<file path="config.mk">
export PLATFORM = sky130hd
export DESIGN_NAME = uart_rx
export DESIGN_NICKNAME = d
export VERILOG_FILES = /design/src/rtl/uart_rx.sv
export SDC_FILE = /design/constraint.sdc
export NUM_CORES = 1
export LEC_CHECK = 0
export ABC_AREA = 1
export CORE_UTILIZATION = 50
export DETAILED_ROUTE_END_ITERATION = 10
export GPL_TIMING_DRIVEN = 0
export PLACE_DENSITY = 0.69
export SETUP_SLACK_MARGIN = 0.05
export SYNTH_ARGS = -nofsm -noshare
export SYNTH_HDL_FRONTEND = slang
export SYNTH_SLANG_ARGS = --single-unit
</file>
<file path="constraint.sdc">
create_clock -name clk -period 3.9 [get_ports clk]
set_clock_uncertainty 0.05 [all_clocks]
set_input_delay 0.39 -clock clk [delete_from_list [all_inputs] [get_ports clk]]
set_output_delay 0.39 -clock clk [all_outputs]
set_load 0.02 [all_outputs]
</file>
<file path="src/rtl/uart_rx.sv">
// UART receiver: 2-flop synchroniser, mid-bit sampling, LSB-first deserialiser with error flags.
// Optional parity bit/check built only when UART_RX_PARITY_EN is defined.
module uart_rx #(
  parameter int CLKS_PER_BIT = 5208,
  parameter int DATA_BITS    = 8,
  parameter int PARITY_ODD   = 0
) (
  input  logic                 clk,
  input  logic                 reset,
  input  logic                 rx,
  output logic [DATA_BITS-1:0] rx_data,
  output logic                 rx_valid,
  output logic                 parity_err,
  output logic                 frame_err,
  output logic                 busy
);

  typedef enum logic [2:0] {
    S_IDLE   = 3'd0,
    S_START  = 3'd1,
    S_DATA   = 3'd2,
`ifdef UART_RX_PARITY_EN
    S_PARITY = 3'd3,
`endif
    S_STOP   = 3'd4,
    S_BREAK  = 3'd5
  } state_t;

  localparam logic [15:0] FULL_MAX = 16'(CLKS_PER_BIT - 1);
  localparam logic [15:0] HALF_MAX = 16'((CLKS_PER_BIT / 2) - 1);
  localparam logic [3:0]  LAST_BIT = 4'(DATA_BITS - 1);

  state_t                 state_q, state_d;
  logic                   rx_meta_q, rx_s_q, rx_prev_q, rx_prev_d;
  logic [1:0]             settle_q, settle_d;
  logic [15:0]            cnt_q, cnt_d;
  logic [3:0]             bit_idx_q, bit_idx_d;
  logic [DATA_BITS-1:0]   shift_q, shift_d;
  logic [DATA_BITS-1:0]   rx_data_q, rx_data_d;
  logic                   rx_valid_q, rx_valid_d;
  logic                   frame_err_q, frame_err_d;
  logic                   busy_q, busy_d;
  logic                   full_hit, half_hit;
`ifdef UART_RX_PARITY_EN
  localparam logic ODD_BIT = (PARITY_ODD != 0) ? 1'b1 : 1'b0;
  logic                   mismatch_q, mismatch_d;
  logic                   parity_err_q, parity_err_d;
`endif

  assign full_hit = (cnt_q == FULL_MAX);
  assign half_hit = (cnt_q == HALF_MAX);

  // The edge register only trusts rx_s once the synchroniser has flushed its
  // reset value, so a line held low through reset never looks like a start edge.
  always_comb begin
    settle_d  = {settle_q[0], 1'b1};
    rx_prev_d = rx_s_q & settle_q[1];
  end

  always_comb begin
    state_d     = state_q;
    cnt_d       = cnt_q + 16'd1;
    bit_idx_d   = bit_idx_q;
    shift_d     = shift_q;
    rx_data_d   = rx_data_q;
    rx_valid_d  = 1'b0;
    frame_err_d = 1'b0;
`ifdef UART_RX_PARITY_EN
    mismatch_d   = mismatch_q;
    parity_err_d = 1'b0;
`endif
    case (state_q)
      S_IDLE: begin
        bit_idx_d = 4'd0;
        if (rx_prev_q && !rx_s_q) begin
          state_d = S_START;
        end else begin
          state_d = S_IDLE;
        end
      end
      S_START: begin
        if (half_hit) begin
          state_d = rx_s_q ? S_IDLE : S_DATA;
        end else begin
          state_d = S_START;
        end
      end
      S_DATA: begin
        if (full_hit) begin
          cnt_d     = 16'd0;
          shift_d   = {rx_s_q, shift_q[DATA_BITS-1:1]};
          bit_idx_d = bit_idx_q + 4'd1;
          if (bit_idx_q == LAST_BIT) begin
`ifdef UART_RX_PARITY_EN
            state_d = S_PARITY;
`else
            state_d = S_STOP;
`endif
          end else begin
            state_d = S_DATA;
          end
        end else begin
          state_d = S_DATA;
        end
      end
`ifdef UART_RX_PARITY_EN
      S_PARITY: begin
        if (full_hit) begin
          mismatch_d = rx_s_q ^ (^shift_q) ^ ODD_BIT;
          state_d    = S_STOP;
        end else begin
          state_d = S_PARITY;
        end
      end
`endif
      S_STOP: begin
        if (full_hit) begin
          if (rx_s_q) begin
            rx_data_d  = shift_q;
            rx_valid_d = 1'b1;
`ifdef UART_RX_PARITY_EN
            parity_err_d = mismatch_q;
`endif
            state_d = S_IDLE;
          end else begin
            frame_err_d = 1'b1;
            state_d     = S_BREAK;
          end
        end else begin
          state_d = S_STOP;
        end
      end
      S_BREAK: begin
        state_d = rx_s_q ? S_IDLE : S_BREAK;
      end
      default: begin
        state_d = S_IDLE;
      end
    endcase
    // Every state change restarts the baud count; IDLE and BREAK hold it at zero.
    if ((state_d != state_q) || (state_q == S_IDLE) || (state_q == S_BREAK)) begin
      cnt_d = 16'd0;
    end else begin
      cnt_d = cnt_d;
    end
    busy_d = (state_d != S_IDLE);
  end

  always_ff @(posedge clk) begin
    if (reset) begin
      rx_meta_q   <= 1'b1;
      rx_s_q      <= 1'b1;
      rx_prev_q   <= 1'b0;
      settle_q    <= 2'b00;
      state_q     <= S_IDLE;
      cnt_q       <= 16'd0;
      bit_idx_q   <= 4'd0;
      shift_q     <= '0;
      rx_data_q   <= '0;
      rx_valid_q  <= 1'b0;
      frame_err_q <= 1'b0;
      busy_q      <= 1'b0;
`ifdef UART_RX_PARITY_EN
      mismatch_q   <= 1'b0;
      parity_err_q <= 1'b0;
`endif
    end else begin
      rx_meta_q   <= rx;
      rx_s_q      <= rx_meta_q;
      rx_prev_q   <= rx_prev_d;
      settle_q    <= settle_d;
      state_q     <= state_d;
      cnt_q       <= cnt_d;
      bit_idx_q   <= bit_idx_d;
      shift_q     <= shift_d;
      rx_data_q   <= rx_data_d;
      rx_valid_q  <= rx_valid_d;
      frame_err_q <= frame_err_d;
      busy_q      <= busy_d;
`ifdef UART_RX_PARITY_EN
      mismatch_q   <= mismatch_d;
      parity_err_q <= parity_err_d;
`endif
    end
  end

  assign rx_data   = rx_data_q;
  assign rx_valid  = rx_valid_q;
  assign frame_err = frame_err_q;
  assign busy      = busy_q;
`ifdef UART_RX_PARITY_EN
  assign parity_err = parity_err_q;
`else
  assign parity_err = 1'b0;
`endif

endmodule
</file>
==> metrics.txt, run 1 <==
Largest stage delay, worst path=around 370 ps; crit path cell chain=ha_1, nand2_2, clkinv_2, nand2_2, nor2_4, nand2_4, nor2_8, nand2_4, nand4_2, nand2_2, nand2_4, buf_12, nor2_4; CTS tree=yes; antenna-violating nets left=0; Hold Fails Final Rpt=0; CTS resizes=0; count of cell types in the netlist=30; IO Port Bufs=12; Seq cells post-synth=47; Mapped Area=approximately 2300 um2; Layout area overhead=12.4%; ant diodes=0; status=complete, no violations; hold buffer count at CTS=0; total number of vias=~2000; Critical Path Fanout Max=10; top_reg_cell synth=dfxtp_1; die width=69.4 um; placed cell count=366; GRT overflow=0; RSZ-0062 raised after global routing=no; final cell count without fillers=around 370; post-route minimum period=between 2000 and 2500 ps; 1st-pass router iterations=4; nets@finish=roughly 330; DR vias/cell=5.22; Worst-Skew Late Latency=roughly 310 ps; core region area=4350 um2; Syn Area/Cell=between 7 and 8 um2; maximum clock insertion buffer count=2; CTS H-tree depth=2; Starting Density=0.521; DPL Wire Length=3390 um; Routed Wire Length=about 4500 um; Pwr Density=approximately 320 nW/um2; Final setup viols=0; # IOs=15; critical path class=register to register; die area=4810 um2; Startpoint Class=register; root buffer cell=clkbuf_8; GP Congestion=0.894; initial antenna violation count=0; VDD IR max=roughly 0.16 mV; vias in the first global route=around 1800; final-report max-slew violation count=0; Fin Hold WS=between 300 and 400 ps; Post-synth ARST share=0; Setup crit end kind=register; Iter 0 DRT Violations=between 90 and 100; Num CTS Buffers=5; DIE HEIGHT=69.4 um; Global Route Usage Sum=0.209; Fmax=between 400 and 500 MHz; Pleak=~0.0010 uW; Mapped Nets=307; worst hold-check path type=register to register; row count=24; number of synthesized flops with an enable pin=0; Avg WL per Cell=approximately 12 um; headroom to the max-slew limit=0.598; CP Data Arrival Time=between 2000 and 2500 ps; Final period util=0.527; first-pass GRT wire length=around 8000 um; Gate Count Post-Synth=approximately 300; share of cells above drive strength 1=0.130; number of max-cap violations=0; setup_tns=0 ps; CTS Sinks=between 40 and 50; Yosys warning count=0; # DRC=0; clock-pin transition on the worst setup and hold timing paths=~90 ps; register area share after synthesis=0.415; Critical Path RT=between 4000 and 5000 ps; CP max-delay cell=dfxtp_1; postcts setup bufs=0; Worst-Margin Slew=between 500 and 600 ps; largest net degree at the start of global routing=16
==> path summary, 6_finish.rpt <==
check	start	to	slack [ps]	cells past startpoint
worst min register to register	settle_q[0]	settle_q[1]	360	2
worst min-delay path	settle_q[0]	settle_q[1]	360	2
worst max-delay path	cnt_q[0]	cnt_q[10]	1850	13
worst max register to register	cnt_q[0]	cnt_q[10]	1850	13
==> routing by layer <==
layer	track usage	wire, um	vias to the layer above
met4	0.0748	74	0
met3	0.0480	128	7
met2	0.319	1940	26
met5	0	0	-
met1	0.290	2390	901
li1	-	-	1018
==> cell families (layout without fill, tap and decap cells) <==
kind of cell,Yosys count,count (layout),synth area share
buffers and inverters,41,61,0.0777
AND/OR/NAND/NOR,164,164,0.374
XOR/XNOR,8,8,0.0309
flip-flops,47,47,0.415
adder cells (fa/ha/maj),2,2,0.0110
AO/OA/AOI/OAI,39,39,0.0899
other,1,1,0.00165
==> stage by stage <==
stage / util / power, uW / instance area [um2] / setup slack [ps]
after floorplan: - / 508 / 2270 / 2100
after global placement: 0.564 / 512 / 2450 / 1880
after detailed placement: 0.564 / 513 / 2450 / 1860
after CTS: 0.586 / 823 / 2550 / 1840
after global routing: 0.586 / 844 / 2550 / 1610
final: 0.586 / 813 / 2550 / 1850
==> cell type report <==
cell class,instances,area (um2)
inverters,33,125
repair buffers,12,120
well taps,52,65.1
clock inverters,2,13.8
multi-input cells,214,1150
fillers,414,1800
clock buffers,6,82.6
plain buffers,8,51.3
flip-flops and latches,47,941
==> sequential cells by signal (all words and copies together) (netlist names) <==
name,flops
bit_idx_q,4
busy,1
state_q,3
rx_valid,1
frame_err,1
rx_meta_q,1
shift_q,8
cnt_q,16
settle_q,2
rx_s_q,1
rx_prev_q,1
rx_data,8
==> critical path, delay by kind of cell, from the launching register on <==
family / cells / cell delay, ps
and+or+nand+nor: 10 / 960
DFF: 1 / 370
adders and majority gates: 1 / 290
buffers and inverters: 2 / 260
==> power breakdown <==
group | leakage (uW) | total, uW | switching (uW) | internal (uW)
combinational | 0.000601 | 18.2 | 12.3 | 5.95
clock | 0.0000516 | 312 | 167 | 145
sequential | 0.000380 | 483 | 0.818 | 482
==> synth_stat cells, types with 2 or more instances <==
cell,n,area share
nor2_1,54,0.089
dfxtp_1,47,0.41
nand2_1,37,0.061
nand3_1,30,0.066
inv_1,27,0.045
o21ai_0,23,0.051
a21oi_1,13,0.029
nor2_4,13,0.064
nor3_1,9,0.020
nand4_1,7,0.019
xor2_1,6,0.023
clkbuf_1,5,0.0083
inv_2,5,0.0083
nand2_2,3,0.0083
nand2_4,3,0.015
or2_2,3,0.0083
ha_1,2,0.011
nor4_1,2,0.0055
xnor2_1,2,0.0077
==> cells in the final DEF, fill, tap and decap left out, types with 5 or more instances in the layout <==
master	count
clkbuf_1	5
nor2_1	54
dfxtp_1	47
inv_2	5
inv_1	27
a21oi_1	13
nand2_1	37
o21ai_0	23
nand4_1	7
clkbuf_8	6
clkdlybuf4s50_1	12
nor3_1	9
nor2_4	13
nand3_1	30
xor2_1	6
Note: power is estimated with default switching activity, not from simulation.
==> run 2, diff against run 1 <==
Settings changed: PLACE_DENSITY 0.69 to 0.72.
Clock period 3.9 ns to 1.8 ns, I/O delays scaled along.
==> metrics.txt, run 2 (synthesized netlist as in run 1, its figures left out) <==
DIE HEIGHT=69.4 um (unchanged); VDD IR max=0.454 mV (+180%); Avg WL per Cell=12.5 um (+3.4%); Fmax=560 MHz (+15%); nets@finish=344 (+5.5%); Iter 0 DRT Violations=175 (+79%); root buffer cell=clkbuf_8; Starting Density=0.521 (unchanged); final-report max-slew violation count=0 (unchanged); ant diodes=0 (unchanged); Setup crit end kind=register; share of cells above drive strength 1=0.271 (+0.140); worst hold-check path type=input port to register; Final period util=0.992 (+0.465); combinational power share=0.025 (+0.003); RSZ-0062 raised after global routing=yes; critical path class=register to register; Final WS setup=14.8 ps (-1830 ps); Hold Fails Final Rpt=0 (unchanged); Pleak=0.00116 uW (+13%); first-pass GRT wire length=8080 um (-0.60%); CTS tree=yes; commonest cells after routing, fill and taps aside=nor2_1, nand2_1, dfxtp_1; status=complete, no violations; clock-pin transition on the worst setup and hold timing paths=100 ps (about the same); vias in the first global route=1827 (+2.0%); antenna-violating nets left=0 (unchanged); sequential power share=0.594 (about the same); Final setup viols=0 (unchanged); post-route minimum period=1790 ps (-269 ps); initial antenna violation count=0 (unchanged); # DRC=0 (unchanged); fin util=0.657 (+0.0707); Worst-Skew Late Latency=310 ps (about the same); maximum clock insertion buffer count=2 (unchanged); Critical Path RT=1940 ps (-2100 ps); Startpoint Class=register; 1st-pass router iterations=4 (unchanged); Layout area overhead=26.0%; largest net degree at the start of global routing=18 (+2); IO Port Bufs=12 (unchanged); power share of the clock group=0.381 (-0.003); number of max-cap violations=0 (unchanged); core region area=4350 um2 (unchanged); # IOs=15 (unchanged); Internal=1340 uW (+110%); Sw Share=0.237 (+0.0155); die width=69.4 um (unchanged); Net Switching=417 uW (+130%); hold buffer count at CTS=0 (unchanged); Num CTS Buffers=5 (unchanged); Global Route Usage Sum=0.207 (-0.00237); die area=4810 um2 (unchanged); DR vias/cell=5.17 (-1.0%); GRT overflow=0 (unchanged); GP Congestion=0.985 (+10%); Critical Path Fanout Max=5 (-5); commonest non-fill, non-tap cell in the layout=nor2_1; CTS H-tree depth=2 (unchanged); Biggest register=cnt_q; CTS Sinks=47 (unchanged); row count=24 (unchanged); max reg flops=16 (unchanged); pre-CTS setup slack=-142 ps (-2000 ps); Routed Wire Length=4910 um (+8.4%); CP Data Arrival Time=1930 ps (-260 ps); DPL Wire Length=3210 um (-5.1%); total number of vias=2025 (+3.7%); Pwr Density=615 nW/um2 (+93%)
run 2: area by class of cell:
cell class / count / area (um2)
Fill cell: 353 / 1500
Multi-Input combinational cell: 214 / 1250
Sequential cell: 47 / 961
Timing Repair Buffer: 30 / 300
Inverter: 33 / 129
Clock buffer: 5 / 68.8
Tap cell: 52 / 65.1
Buffer: 8 / 55.1
Clock inverter: 3 / 25.0
run 2: path summary, 6_finish.rpt:
kind / startpoint / endpoint / slack (ps) / cells past startpoint
hold reg to reg: settle_q[0] / settle_q[1] / 360 / 2
hold / removal: reset / shift_q[7] / 180 / 2
setup / recovery: cnt_q[1] / cnt_q[9] / 10 / 14
setup reg to reg: cnt_q[1] / cnt_q[9] / 10 / 14
run 2: routing by layer:
metal,track usage,up-vias,wire length [um]
met1,0.287,925,2430
met2,0.317,35,2220
met4,0.0816,0,78
met5,0,-,0
li1,-,1053,-
met3,0.0407,12,182
run 2: critical path, cell delays in order, from the launching register on:
cell and delay (ps):
dfxtp_2 360, ha_4 170, nand2_4 70, clkinv_4 60, nand2_4 40, nor2_4 140
nand2_4 90, nor2_8 100, nand2_4 70, nand4_4 70, nand2_2 70, nand2_4 100
buf_12 120, buf_12 130, nor2_4 40
run 2: per-stage QoR:
| stage | power, uW | hold WS, ps | cells | cell area [um2] | setup TNS [ps] |
|---|---|---|---|---|---|
| final | 1760 | 176 | 392 | 2860 | 0 |
| after global routing | 1820 | 232 | 392 | 2860 | -962 |
| after CTS | 1780 | 188 | 385 | 2740 | 0 |
| after detailed placement | 1110 | 346 | 366 | 2470 | -1380 |
| after global placement | 1110 | 340 | 366 | 2470 | -1130 |
| after floorplan | 1100 | 234 | 302 | 2280 | 0 |
run 2: timing repair:
action	CTS	global route
cloned	1	0
endpoints found under the setup margin	25	25
buffers inserted	10	7
gates resized for setup	15	30
pin swaps	5	12
run 2: power by group through the flow:
stage | clock (uW) | combinational (uW) | sequential, uW
after floorplan | 0 | 29.0 | 1070
after CTS | 692 | 43.1 | 1050
after detailed placement | 0 | 39.6 | 1070
after global placement | 0 | 39.7 | 1070
after global routing | 726 | 48.8 | 1040
final | 670 | 44.1 | 1040
==> run 3, diff against run 2 <==
Settings changed: CAP_MARGIN set to 20, CORE_UTILIZATION 50 to 52, PLACE_DENSITY 0.72 to 0.74.
==> metrics.txt, run 3 (synthesized netlist as in run 1, its figures left out) <==
DR vias/cell=5.36 (+3.8%); Total Power=1920 uW (+9.3%); Critical Path Fanout Max=5 (unchanged); Fmax=575 MHz (+2.7%); hold buffer count at CTS=0 (unchanged); Worst-Skew Late Latency=310 ps (about the same); largest net degree at the start of global routing=16 (-2); antenna-violating nets left=0 (unchanged); GP Congestion=0.892 (-9.5%); Pleak=0.00118 uW (+1.9%); RSZ-0062 raised after global routing=yes; worst hold-check path type=input port to register; Layout area overhead=30.8%; row count=23 (-4.2%); initial antenna violation count=0 (unchanged); IO Port Bufs=12 (unchanged); root buffer cell=clkbuf_8; placed cell count=364 (-0.55%); Global Route Usage Sum=0.253 (+0.0460); die width=68.1 um (-1.9%); max reg flops=16 (unchanged); commonest non-fill, non-tap cell in the layout=nor2_1; Biggest register=cnt_q; Setup crit end kind=register; share of cells above drive strength 1=0.323 (+0.0521); Avg WL per Cell=14.0 um (+11%); CTS H-tree depth=2 (unchanged); ant diodes=0 (unchanged); Iter 0 DRT Violations=216 (+23%); Pwr Density=647 nW/um2 (+5.3%); CTS Sinks=47 (unchanged); Final setup viols=0 (unchanged); total number of vias=2112 (+4.3%); clock-pin transition on the worst setup and hold timing paths=90 ps (about the same); final cell count without fillers=394 (+0.51%); # IOs=15 (unchanged); Final period util=0.966 (-0.0258); CTS tree=yes; pre-CTS setup slack=-146 ps (-3.83 ps); die area=4630 um2 (-3.7%); Hold Fails Final Rpt=0 (unchanged); vias in the first global route=1954 (+7.0%); Startpoint Class=register; DIE HEIGHT=68.1 um (-1.9%); nets@finish=348 (+1.2%); 1st-pass router iterations=5 (+1); Starting Density=0.555 (+0.0342); status=complete, no violations; critical path class=register to register; DPL Wire Length=3340 um (+4.0%); VDD IR max=0.589 mV (+30%); number of max-cap violations=0 (unchanged); # DRC=0 (unchanged); Critical Path RT=1950 ps (about the same); Routed Wire Length=5500 um (+12%); CP Data Arrival Time=1890 ps (-40 ps); post-route minimum period=1740 ps (-46.5 ps); GRT overflow=0 (unchanged); first-pass GRT wire length=8800 um (+8.9%); Num CTS Buffers=5 (unchanged); final-report max-slew violation count=0 (unchanged); maximum clock insertion buffer count=2 (unchanged); Final WS setup=61.3 ps (+46.5 ps); core region area=4090 um2 (-6.1%); commonest cells after routing, fill and taps aside=nor2_1, dfxtp_1, nand2_1
==> run 3: through the flow <==
step	TNS, ps	hold slack, ps	instance area (um2)	util
after detailed placement	-1480	344	2460	0.603
after global routing	-1750	201	2970	0.727
after CTS	-1.26	187	2780	0.679
after floorplan	0	234	2280	-
after global placement	-1420	340	2460	0.603
final	0	182	2970	0.727
==> run 3: cell type report <==
| class | instances | area (um2) |
|---|---|---|
| Inverter | 33 | 129 |
| Tap cell | 50 | 62.6 |
| Timing Repair Buffer | 35 | 333 |
| Fill cell | 323 | 1120 |
| Clock buffer | 6 | 82.6 |
| Sequential cell | 47 | 965 |
| Multi-Input combinational cell | 214 | 1320 |
| Clock inverter | 2 | 38.8 |
| Buffer | 7 | 35.0 |
==> run 3: power by group <==
part / switching, uW / internal [uW]
registers: 1.88 / 1040
clock network: 377 / 457
logic: 30.2 / 15.9
==> run 3: critical path, stage by stage, from the launching register on <==
cell     delay, ps
dfxtp_4        380
inv_2           60
nor2_1         130
nand2_2        100
nor2_4         160
nand2_4        100
nor2_8         100
nand2_4         70
nand4_4         80
nand2_4         70
nand2_8        130
buf_12         150
nor2_4          30
==> run 3: final timing paths <==
path,endpoint,cells past startpoint,from,slack [ps]
min reg2reg,settle_q[1],2,settle_q[0],360
max reg2reg,cnt_q[10],12,cnt_q[4],60
min,shift_q[7],2,reset,180
max,cnt_q[10],12,cnt_q[4],60
==> run 3: layer usage <==
layer	vias to the layer above	global-route usage	share of wire
li1	1059	-	-
met1	990	0.341	0.47
met2	54	0.400	0.47
met3	9	0.0583	0.046
met4	0	0.0729	0.013
met5	-	0	0
==> run 3: what timing repair did <==
action | in CTS | in global routing
gates resized for setup | 20 | 51
pin swaps | 5 | 14
endpoints found under the setup margin | 25 | 33
cloned | 1 | 0
endpoints found under the hold margin | 0 | 0
buffers inserted | 13 | 9
==> RTL edit 1: new RTL, settings of run 1 <==
One comparison of `bit_idx_q` changes from == to >=.
--- a/src/rtl/uart_rx.sv
+++ b/src/rtl/uart_rx.sv
@@ -91,5 +91,5 @@
           shift_d   = {rx_s_q, shift_q[DATA_BITS-1:1]};
           bit_idx_d = bit_idx_q + 4'd1;
-          if (bit_idx_q == LAST_BIT) begin
+          if (bit_idx_q >= LAST_BIT) begin
 `ifdef UART_RX_PARITY_EN
             state_d = S_PARITY;
Function: same outputs for any inputs over 10 cycles, from zero or initial values and one cycle with reset high; that may be too few to reach the edited logic, so the function may still have changed.
==> RTL edit 1 against run 1 <==
Hold slack worse by 0.0032 ns. Cell count grew 0.80%. Cell area is 1.5% lower. Total power is 6.5% higher. Wire length fell by 3.9%. Worst setup slack got worse by 0.037 ns. Sequential cell count unchanged. Combinational power is 15% lower. Synthesized area decreased by 2.9%.
==> RTL edit 1: results (changes against run 1) <==
data arrival time of the worst path 2.24 ns (+0.05 ns); Syn Nets 311 (+1.3%); dpl ws 1.825 ns (-0.03640 ns); pin count of the biggest net entering global routing 17 (+1); fin nets 331 (+1.5%); Leak 0.0009282 uW (-10%); WL met2 1.883 mm (-2.9%); most common library cells after synthesis dfxtp_1 (47), nor2_1 (43), nand2_1 (42), inv_1 (38), nand3_1 (26); P&R area growth vs syn 14.02%; vias in the first global route 1680 (-6.2%); Seq Cell Count 47 (unchanged); Cell variety after synth 28 (-6.7%); # port buffers 13 (+1); fraction of area in multi-input gates 42.06% (-3.1 points); hold_ws 0.3543 ns (-0.003177 ns); run status finished, final reports clean; via-per-instance ratio 5.045 (-3.3%); adder-cell area share of the yosys netlist 1.135% (+0.033 points); dpl cells 369 (+0.82%); drt wl/cell 11.55 um (-4.7%); HPWL Detailed 3.172 mm (-6.4%); #MultiIn Comb 209 (-2.3%); fin cells 377 (+0.80%); compound-gate portion of the synthesized area 10.95% (+2.0 points); worst reg2reg path depth 12 (-1); met1 Use GR 29.15% (+0.10 points); sequential share of the synthesized area 42.68% (+1.2 points); core footprint 4115 um^2 (-5.5%); Fill cells 387 (-6.5%); met2 GRT Util 33.58% (+1.6 points); buffering overhead 6.969% (+0.25 points)
## RTL edit 1: cell types whose count changed in the layout (fill, tap and decap cells not counted), sizes merged, moves of 2 or more
| cell | before | now |
|---|---|---|
| buf | 3 | 5 |
| nand3 | 30 | 26 |
| a21oi | 13 | 22 |
| clkbuf | 11 | 7 |
| nand2 | 43 | 46 |
| nor2 | 69 | 60 |
| inv | 33 | 42 |
## RTL edit 1: how the worst max path moves through the flow
stage / start / to / slack [ns] / depth (start not counted)
final: cnt_q[0]$_SDFF_PP0_ / bit_idx_q[3]$_SDFFE_PP0P_ / 1.81 / 12
after global routing: cnt_q[0]$_SDFF_PP0_ / bit_idx_q[0]$_SDFFE_PP0P_ / 1.64 / 10
after CTS: cnt_q[0]$_SDFF_PP0_ / bit_idx_q[3]$_SDFFE_PP0P_ / 1.82 / 12
after detailed placement: cnt_q[0]$_SDFF_PP0_ / bit_idx_q[3]$_SDFFE_PP0P_ / 1.82 / 12
after global placement: cnt_q[0]$_SDFF_PP0_ / bit_idx_q[3]$_SDFFE_PP0P_ / 1.84 / 12
after floorplan: cnt_q[0]$_SDFF_PP0_ / cnt_q[13]$_SDFF_PP0_ / 2.17 / 13
## RTL edit 1: report_power, final
| group | switching, uW | internal, uW |
|---|---|---|
| Sequential | 1.13 | 482 |
| Combinational | 9.78 | 5.63 |
| Clock | 173 | 194 |
| Total | 184 | 682 |
## RTL edit 1: critical path, delay by kind of cell (launching register included)
family,cells,cell delay [ns]
buffers and inverters,2,0.38
DFF,1,0.38
adders and majority gates,1,0.28
and+or+nand+nor,9,0.92
==> RTL edit 2: new RTL, flow settings as in run 1 <==
Made on the original files. The parameter `DATA_BITS` goes from 8 to 6.
--- a/src/rtl/uart_rx.sv
+++ b/src/rtl/uart_rx.sv
@@ -3,5 +3,5 @@
 module uart_rx #(
   parameter int CLKS_PER_BIT = 5208,
-  parameter int DATA_BITS    = 8,
+  parameter int DATA_BITS    = 6,
   parameter int PARITY_ODD   = 0
 ) (
Ports: changed (resized rx_data); port bits go from 15 to 13. The function was not compared with the original's and may differ.
==> RTL edit 2 against run 1 <==
Critical path depth shrank 2. Wire length shrank 15%. Utilization grew 2.1 points. Worst setup slack gained 0.18 ns. Synthesized area shrank 9.8%. Clock power shrank 4%. Cell area shrank 9.6%. Sequential cell count shrank 4. Total power shrank 7.3%. Largest cell class unchanged.
==> RTL edit 2: results (changes against run 1) <==
run status finished, final reports clean; Overall Global Routing Usage 20.15% (-0.80 points); CP max stage delay 0.37 ns (about the same); first-pass GRT wire length 6.706 mm (-17%); HPWL Detailed 2.846 mm (-16%); sequential share of the synthesized area 42.05% (+0.60 points); share of cells above drive strength 1 14.24% (+1.2 points); worst hold path class primary input to flip-flop; drt wl/cell 11.01 um (-9.1%); RePlAce Congestion 0.9183 (+2.7%); initial DRC count 147 (+50%); CP max-delay cell dfxtp_1; dpl cell area 2207 um^2 (-10%); vias in the first global route 1549 (-14%); Biggest register cnt_q; Leak 0.0008832 uW (-14%); pin count of the biggest net entering global routing 15 (-1); n_diodes 0 (unchanged); clock latency on the worst-skew pair 0.29 ns (-0.02 ns); Syn Nets 290 (-5.5%); fin nets 307 (-5.8%); Largest register FFs 16 (unchanged); dpl ws 2.054 ns (+0.1928 ns); critical path fanouts, max 10 (unchanged); Ys Warns 0 (unchanged); most common library cells after synthesis nor2_1 (54), nand2_1 (44), dfxtp_1 (43), inv_1 (32), nand3_1 (18); Main synth FF type dfxtp_1; peak supply drop 0.3029 mV (+88%); data arrival time of the worst path 2.02 ns (-0.17 ns); Internal Power 590.9 uW (-6.7%); Fill cells 356 (-14%); Vias 1721 (-12%); top cells by area, synth dfxtp_1 (42%), nor2_1 (9.9%), nand2_1 (8.1%); # Post-CTS Setup Buffers 0 (unchanged); Cell variety after synth 30 (unchanged); First-pass DRT Iterations 4 (unchanged); # port buffers 10 (-2)
==> RTL edit 2: worst max-delay path, delay by kind of cell (launching register included) <==
kind / cells / cell delay [ns]
adders and majority gates: 1 / 0.28
buffers and inverters: 3 / 0.26
DFF: 1 / 0.37
and+or+nand+nor: 7 / 0.79
==> RTL edit 2: path summary, 6_finish.rpt <==
kind / startpoint / slack, ns / depth (start not counted) / endpoint
min: reset / 0.33 / 2 / settle_q[1]$_SDFF_PP0_
min reg2reg: settle_q[0]$_DFF_P_ / 0.35 / 2 / settle_q[1]$_SDFF_PP0_
max: cnt_q[0]$_SDFF_PP0_ / 2.03 / 11 / cnt_q[4]$_SDFF_PP0_
max reg2reg: cnt_q[0]$_SDFF_PP0_ / 2.03 / 11 / cnt_q[4]$_SDFF_PP0_
==> RTL edit 2: cells by family after synthesis <==
kind of cell	count (synthesis)	share of synthesized area [%]
flip-flops	43	42.05
adder cells (fa/ha/maj)	3	1.834
other	1	0.1832
XOR/XNOR	9	3.851
buffers and inverters	43	9.047
AO/OA/AOI/OAI	27	6.846
AND/OR/NAND/NOR	158	36.19
==> RTL edit 2: final cells by class <==
cell class                 instances  area [um^2]  area share [%]
buffer                             4        36.28           1.574
clock buffer                       6        82.58           3.581
clock inverter                     2        16.27          0.7054
inverter                          39        148.9           6.457
multi-input combinational        198         1001           43.41
sequential                        43        860.8           37.33
tap                               48        60.06           2.604
timing repair buffer              10        100.1           4.341
==> RTL edit 2: per-layer routing <==
metal / track usage, % / share of wire, % / vias up
met2: 31.51 / 42 / 25
met1: 27.60 / 54 / 763
li1: - / - / 931
met3: 4.138 / 3.5 / 2
met5: 0 / 0 / -
met4: 6.383 / 0.26 / 0
==> RTL edit 2: power by group through the flow <==
stage               combinational [uW]  sequential, uW  clock [uW]
finish                            13.6             443         298
global route                      15.3             443         324
CTS                               13.8             443         302
detailed placement                13.8             453           0
global placement                  13.7             453           0
floorplan                         10.1             453           0
==> RTL edit 2: per-stage QoR <==
| step | util [%] | cells |
|---|---|---|
| finish | 60.70 | 350 |
| global route | 60.70 | 350 |
| CTS | 60.70 | 350 |
| detailed placement | 58.10 | 342 |
| global placement | 58.10 | 342 |
| floorplan | - | 284 |
